<file path="src/rtl/cfg_pkg.sv">
// rtl/cfg_pkg.sv - shared constants and state encoding for the fabric configuration loader
//
// Purpose : frame geometry defaults, sync marker, word width and the loader
//           state enumeration, shared by the loader and its bench.
// Ports   : none (package).

package cfg_pkg;

  localparam int          WORD_W    = 32;
  localparam int          N_LUT     = 11;
  localparam int          N_SB      = 20;
  // LUT words, then switch-box words, then one FF-select word per tile
  localparam int          TOTAL     = 2 * N_LUT + N_SB;
  localparam logic [31:0] SYNC_WORD = 32'hA5C3_0F1E;

  typedef enum logic [2:0] {
    ST_IDLE  = 3'd0,
    ST_LOAD  = 3'd1,
    ST_CHECK = 3'd2,
    ST_DONE  = 3'd3,
    ST_ERROR = 3'd4
  } cfg_state_e;

endpackage

</file>
<file path="src/rtl/config_loader.sv">
// rtl/config_loader.sv - bitstream frame loader for LUT tiles and switch boxes
//
// Purpose : hunts for SYNC_WORD, loads a TOTAL-word frame into the LUT truth
//           tables, switch-box configuration and FF-select bits, then checks
//           an XOR checksum word before enabling the fabric.
// Ports   :
//   clock       in   1          rising-edge clock
//   reset       in   1          synchronous active-high reset
//   cfg_data    in   32         bitstream word
//   cfg_valid   in   1          cfg_data valid
//   cfg_ready   out  1          loader accepts a word (IDLE/LOAD/CHECK)
//   lut_mem     out  N_LUT*33   tile k at [k*33 +: 33]; [31:0] truth table, [32] FF-select
//   sb_conf     out  N_SB*32    switch box k at [k*32 +: 32]
//   fabric_en   out  1          configuration valid, fabric may run
//   load_done   out  1          frame accepted
//   load_error  out  1          checksum mismatch

module config_loader #(
  parameter int          N_LUT     = cfg_pkg::N_LUT,
  parameter int          N_SB      = cfg_pkg::N_SB,
  parameter logic [31:0] SYNC_WORD = cfg_pkg::SYNC_WORD
) (
  input  logic                 clock,
  input  logic                 reset,
  input  logic [31:0]          cfg_data,
  input  logic                 cfg_valid,
  output logic                 cfg_ready,
  output logic [N_LUT*33-1:0]  lut_mem,
  output logic [N_SB*32-1:0]   sb_conf,
  output logic                 fabric_en,
  output logic                 load_done,
  output logic                 load_error
);

  import cfg_pkg::*;

  localparam int         FRAME_LEN = 2 * N_LUT + N_SB;
  localparam logic [5:0] IDX_LAST  = 6'(FRAME_LEN - 1);

  cfg_state_e            state_q, state_d;
  logic [5:0]            idx_q, idx_d;
  logic [WORD_W-1:0]     csum_q, csum_d;
  logic [N_LUT*33-1:0]   lut_q, lut_d;
  logic [N_SB*32-1:0]    sb_q, sb_d;
  logic                  ready_q, ready_d;
  logic                  fabric_en_q, fabric_en_d;
  logic                  load_done_q, load_done_d;
  logic                  load_error_q, load_error_d;
  logic                  xfer;

  // ready is a register, so a transfer is judged against the registered value
  assign xfer = cfg_valid && ready_q;

  always_comb begin
    state_d      = state_q;
    idx_d        = idx_q;
    csum_d       = csum_q;
    lut_d        = lut_q;
    sb_d         = sb_q;
    ready_d      = ready_q;
    fabric_en_d  = fabric_en_q;
    load_done_d  = load_done_q;
    load_error_d = load_error_q;

    case (state_q)
      ST_IDLE: begin
        // anything before the marker is line noise and is dropped
        if (xfer && cfg_data == SYNC_WORD) begin
          state_d = ST_LOAD;
          idx_d   = '0;
          csum_d  = '0;
        end
      end

      ST_LOAD: begin
        if (xfer) begin
          // SYNC_WORD is ordinary data here; only the index decides placement
          csum_d = csum_q ^ cfg_data;
          for (int k = 0; k < N_LUT; k++) begin
            if (idx_q == 6'(k)) begin
              lut_d[k*33 +: 32] = cfg_data;
            end
          end
          for (int k = 0; k < N_SB; k++) begin
            if (idx_q == 6'(N_LUT + k)) begin
              sb_d[k*32 +: 32] = cfg_data;
            end
          end
          // tail words carry only the FF-select bit for each tile
          for (int k = 0; k < N_LUT; k++) begin
            if (idx_q == 6'(N_LUT + N_SB + k)) begin
              lut_d[k*33 + 32] = cfg_data[0];
            end
          end
          if (idx_q == IDX_LAST) begin
            state_d = ST_CHECK;
          end else begin
            idx_d = idx_q + 6'd1;
          end
        end
      end

      ST_CHECK: begin
        if (xfer) begin
          ready_d = 1'b0;
          if (cfg_data == csum_q) begin
            state_d     = ST_DONE;
            fabric_en_d = 1'b1;
            load_done_d = 1'b1;
          end else begin
            state_d      = ST_ERROR;
            load_error_d = 1'b1;
          end
        end
      end

      // terminal states: only reset leaves them
      ST_DONE, ST_ERROR: begin
      end

      default: begin
        state_d = ST_IDLE;
        ready_d = 1'b1;
      end
    endcase
  end

  always_ff @(posedge clock) begin
    if (reset) begin
      state_q      <= ST_IDLE;
      idx_q        <= '0;
      csum_q       <= '0;
      lut_q        <= '0;
      sb_q         <= '0;
      ready_q      <= 1'b1;
      fabric_en_q  <= 1'b0;
      load_done_q  <= 1'b0;
      load_error_q <= 1'b0;
    end else begin
      state_q      <= state_d;
      idx_q        <= idx_d;
      csum_q       <= csum_d;
      lut_q        <= lut_d;
      sb_q         <= sb_d;
      ready_q      <= ready_d;
      fabric_en_q  <= fabric_en_d;
      load_done_q  <= load_done_d;
      load_error_q <= load_error_d;
    end
  end

  assign cfg_ready  = ready_q;
  assign lut_mem    = lut_q;
  assign sb_conf    = sb_q;
  assign fabric_en  = fabric_en_q;
  assign load_done  = load_done_q;
  assign load_error = load_error_q;

endmodule

</file>
<file path="config.mk">
export PLATFORM = sky130hd
export DESIGN_NAME = config_loader
export DESIGN_NICKNAME = d
export VERILOG_FILES = /design/src/rtl/cfg_pkg.sv /design/src/rtl/config_loader.sv
export SDC_FILE = /design/constraint.sdc
export NUM_CORES = 2
export LEC_CHECK = 0
export CORE_AREA = 2 2 409 411
export CTS_BUF_LIST = sky130_fd_sc_hd__clkbuf_4 sky130_fd_sc_hd__clkbuf_8
export DETAILED_ROUTE_END_ITERATION = 12
export DIE_AREA = 0 0 411 413
export HOLD_SLACK_MARGIN = 0.1
export PLACE_DENSITY = 0.5
export SLEW_MARGIN = 5
export SYNTH_ARGS = -nofsm -noshare
export SYNTH_HDL_FRONTEND = slang
export SYNTH_SLANG_ARGS = --single-unit
</file>
<file path="constraint.sdc">
create_clock -name clock -period 3.3 [get_ports clock]
set_input_delay 0.33 -clock clock [delete_from_list [all_inputs] [get_ports clock]]
set_output_delay 0.33 -clock clock [all_outputs]
set_load 0.02 [all_outputs]
</file>
# After elaboration in Yosys (flattened, before gate mapping)
# Index checks and enable logic that the tools add are counted.
# totals
in_bits	35
reg_bits	1047
elab_cells	175
# op_classes
bitwise	4
add_sub_neg	1
n_reduce_logical	55
n_eq_ne	52
n_mux	15
# op_table
op	count
AND reduction 3 bit	45
equality test 6 x 5 -> 1 bit (second input constant)	16
two-way mux 32 bit	2
case mux 32 bit (2 select lines)	1
equality test 6 bit (second input constant)	10
equality test 6 x 4 -> 1 bit (second input constant)	8
equality test 32 bit	1
equality test 32 bit (second input constant)	1
bitwise XOR 32 bit	1
equality test 6 x 3 -> 1 bit (second input constant)	4
two-way mux 6 bit	3
two-way mux 3 bit	5
equality test 6 x 2 -> 1 bit (second input constant)	2
case mux 3 bit (4 select lines)	1
case mux 6 bit (2 select lines)	1
inequality test 2 bit (second input constant)	5
adder 6 x 1 -> 6 bit (second input constant)	1
equality test 3 x 2 -> 1 bit (second input constant)	2
equality test 6 x 1 -> 1 bit (second input constant)	1
zero test 6 bit	1
AND reduction 5 bit	1
AND reduction 4 bit	1
OR reduction 4 bit	1
equality test 3 x 1 -> 1 bit (second input constant)	1
other kinds (9)	12

# Depth between registers and ports, before layout
# depth
ltp_word	4
mapped_depth	11
mapped_depth_nobuf	8

# Worst setup path after synthesis
# Ideal clock, no wire load.
# synth_path
path_kind	reg-to-reg
start	reg state_q[0]
end	reg sb_q[289] (netlist: sb_conf[289])
path_slack_ps	1127
path_buffers	5
t_required_ps	3168
arrival_time_ps	2040
stages_incl_launch_ff	12
cell_sequence	dfxtp_1 buf_2 or3b_1 buf_2 nor2_2 and3_1 buf_2 buf_2 nand3_1 buf_2 nand2_1 a21oi_1
# synth_via
elab_chain_len	2
# synth_lines
element	line	source
start: declaration	config_loader.sv:40	cfg_state_e state_q, state_d;
start signal: assignment	config_loader.sv:140	state_q <= state_d;
equality test 3 x 1 -> 1 bit	config_loader.sv:65	case (state_q)
AND reduction 3 bit (no source line)	-	
end signal: assignment	config_loader.sv:134	sb_q <= '0;
end signal: assignment	config_loader.sv:144	sb_q <= sb_d;
end: declaration	config_loader.sv:44	logic [N_SB*32-1:0] sb_q, sb_d;
# Every way passes these cells.
# A chain may end at the register's enable or synchronous reset.

# Worst setup path after layout
# layout_path
start	reg state_q[0]
end	reg lut_q[343] (netlist: lut_mem[343])
# layout_via
elab_chain_len	2
# layout_lines
element	line	source
equality test 3 x 1 -> 1 bit	config_loader.sv:65	
AND reduction 3 bit (no source line)	-	
end signal: assignment	config_loader.sv:143	lut_q <= lut_d;
end: declaration	config_loader.sv:43	logic [N_LUT*33-1:0] lut_q, lut_d;
# Every way passes these cells.

==> metrics.yaml <==
grt:
  antenna_found_initial: 22
  grt_max_degree: 108
  overflow: 0
  grt_usage_pct: 22.6
  grt_pass1_vias: 34600
  grt_first_pass_wirelength_um: 274000
logic_synthesis:
  synth.distinct_cells: 51
  yosys-top-cells-area: "dfxtp_1 (55%), nand2_1 (20%), a21oi_1 (14%)"
  synth_area_per_cell_um2: 7.77
  synthCells: 4895
  synth-edff-count: 0
  synth_area_mm2: 0.0380
  syn_nets: 4934
  yosys.area.top_type: "dfxtp_1"
  ys_async_sr_fraction_pct: 0
  synth_top_area_share_pct: 55.1
  yosysMostFrequentCell: "nand2_1"
  synth-seq-cells: 1047
  seq_area_frac_synth_pct: 55.1
  synth_ff_type: "dfxtp_1"
  yosysWarnings: 0
  yosys-top-cells-count: "nand2_1 (2033), dfxtp_1 (1047), a21oi_1 (1042), clkbuf_1 (266), buf_2 (159)"
pwr:
  leakagePower_nw: 17.9
  combPwrFrac_pct: 3.6
  powerDensity_mw_per_mm2: 485
  ir_worst_vdd_uv: 384
  power_mw: 26.6
  sw_frac_of_total_pct: 24.6
  power_switching_mw: 6.56
  p_int_mw: 20.1
  p_seq_share_pct: 47.5
  p_clk_share_pct: 48.9
clocking:
  numCtsBuffers: 185
  clock_path_buffers: 3
  worstSkewPairLatency_ns: 0.95
  htree_levels: 4
  ctsHoldBuffers: 33
  cts.repair.resized: 0
  cts.sinks: 1047
  cts_setup_buffers: 0
  cts_tree: "built"
  clk_pin_slew_ns: 0.06
  root_buffer: "clkbuf_8"
sta:
  tightestPinTransition_ns: 0.983
  layout_setup_ws_ns: 0.488
  fin_setup_tns_ns: 0
  max_freq_mhz: 356
  whs_ns: 0.223
  setup_viol: 0
  finClkSkew_ns: 0.0543
  relSlewSlack_pct: 34.4
  finalMaxSlewViolations: 0
  hold_viol: 0
  period_share_pct: 85.2
  min_period_ns: 2.81
  rsz0062_at_grt: "no"
die:
  fp.coreArea_mm2: 0.166
  placementRows: 150
  die_h_um: 413
  fp.dieW_um: 411
  die_area_mm2: 0.170
  pin_count: 1042
  initial_utilization_pct: 22.9
drt:
  drtIter0Drc: 3168
  via_per_inst: 4.59
  drc: 0
  postRouteAntennaNets: 0
  dr.pass1.iters: 5
  routed_wl_um: 201000
  route.vias.total: 37700
  wl_per_cell_um: 24.6
layout:
  final.fill_count: 17500
  drive_gt1_share_pct: 9.71
  final_nets: 5887
  area_growth_syn_to_layout_pct: 44.4
  final_cell_area_mm2: 0.0549
placed_design:
  hpwl_um: 136000
  port_buffers: 1041
  dp_worst_setup_slack_ns: 0.362
  gp_congestion: 0.815
  placed_area_mm2: 0.0505
setup_path:
  reg2reg_from: "state_q[0]"
  crit_path_max_fanout: 26
  critPathCaptureType: "register"
  cp-start-kind: "register"
  required_ns: 4.12
  cp-startpoint: "state_q[0]"
  critPathKind: "reg -> reg"
  arrival_ns: 3.63
outcome:
  status: "finished, final reports clean"
worst_hold_path:
  hold_path_class: "in -> reg"
  min_from: "cfg_data[3]"
job:
  maxCapViolCount: 0
[worst paths after layout]
path	end	slack (ns)	cells past startpoint
worst max-delay path	lut_mem[343]	0.49	7
worst min-delay path	lut_mem[135]	0.22	4
worst max register to register	lut_mem[343]	0.49	7
worst min register to register	sb_conf[443]	0.45	2
[sequential cells by signal, indices dropped and copies added, names as in the netlist]
name	cells
sb_conf	640
lut_mem	363
csum_q	32
idx_q	6
state_q	3
cfg_ready	1
load_done	1
load_error	1
[power by group through the flow]
stage               Clock (mW)  Combinational, mW  Sequential [mW]
floorplan                    0              0.400             12.9
global placement             0              0.931             12.9
detailed placement           0              0.928             12.9
CTS                       13.3              0.967             12.6
global route              13.9              0.992             12.6
finish                    13.0              0.952             12.6
[worst max-delay path, cell delays in order (launching register included)]
cell,delay [ns]
dfxtp_1,0.48
nor3b_1,0.48
nand2_1,0.25
nor3_2,0.50
and3_2,0.52
buf_12,0.25
nand2_1,0.08
a21oi_1,0.14
[stage by stage]
stage / utilization [%] / instances
5_1_grt: 33.1 / 8198
4_1_cts: 33.1 / 8190
3_3_place_gp: 30.5 / 7832
6_report: 33.1 / 8204
3_5_place_dp: 30.5 / 7832
2_1_floorplan: - / 4895
[cell families after synthesis]
kind of cell,Yosys count,share of synthesized area (%)
flip-flops,1047,55.1
XOR/XNOR,9,0.207
AO/OA/AOI/OAI,1110,14.8
AND/OR/NAND/NOR,2241,23.6
buffers and inverters,484,6.15
adder cells (fa/ha/maj),4,0.132
[cells in the final DEF, fill, tap and decap left out, types with 4 or more instances in the layout]
cell type and count:
nor2_8 10, nand4_1 14, clkinv_2 21, and3_1 6
nand3_2 23, nor2_4 12, diode_2 14, nand2b_1 5
clkdlybuf4s50_1 1008, buf_2 24, nor2_1 45, buf_4 144
nor2b_1 36, dlygate4sd3_1 33, dfxtp_1 1047, nand3_1 5
and2_1 5, nor4_1 5, a2111oi_0 8, o21ai_0 48
inv_1 13, ha_1 4, xor2_1 9, nand3b_1 11
nand2_1 2030, clkbuf_8 246, buf_12 27, a21oi_1 1042
clkbuf_4 48
[layer usage]
metal | vias up | routed length [µm] | global-route usage (%)
met5 | - | 13 | 0
met4 | 2 | 7440 | 8.84
met3 | 316 | 16800 | 6.19
met2 | 1603 | 95700 | 37.4
met1 | 18100 | 81500 | 27.9
li1 | 17600 | - | -
[layout make-up]
type | instances | area (µm²) | share of cell area, %
timing repair buffer | 1237 | 12200 | 22.2
clock buffer | 294 | 3750 | 6.82
inverter | 13 | 48.8 | 0.0889
clock inverter | 31 | 245 | 0.447
antenna | 14 | 35.0 | 0.0638
tap | 2204 | 2760 | 5.02
multi-input combinational | 3364 | 14900 | 27.2
sequential | 1047 | 21000 | 38.2
Note: power is estimated with default switching activity, not from simulation.
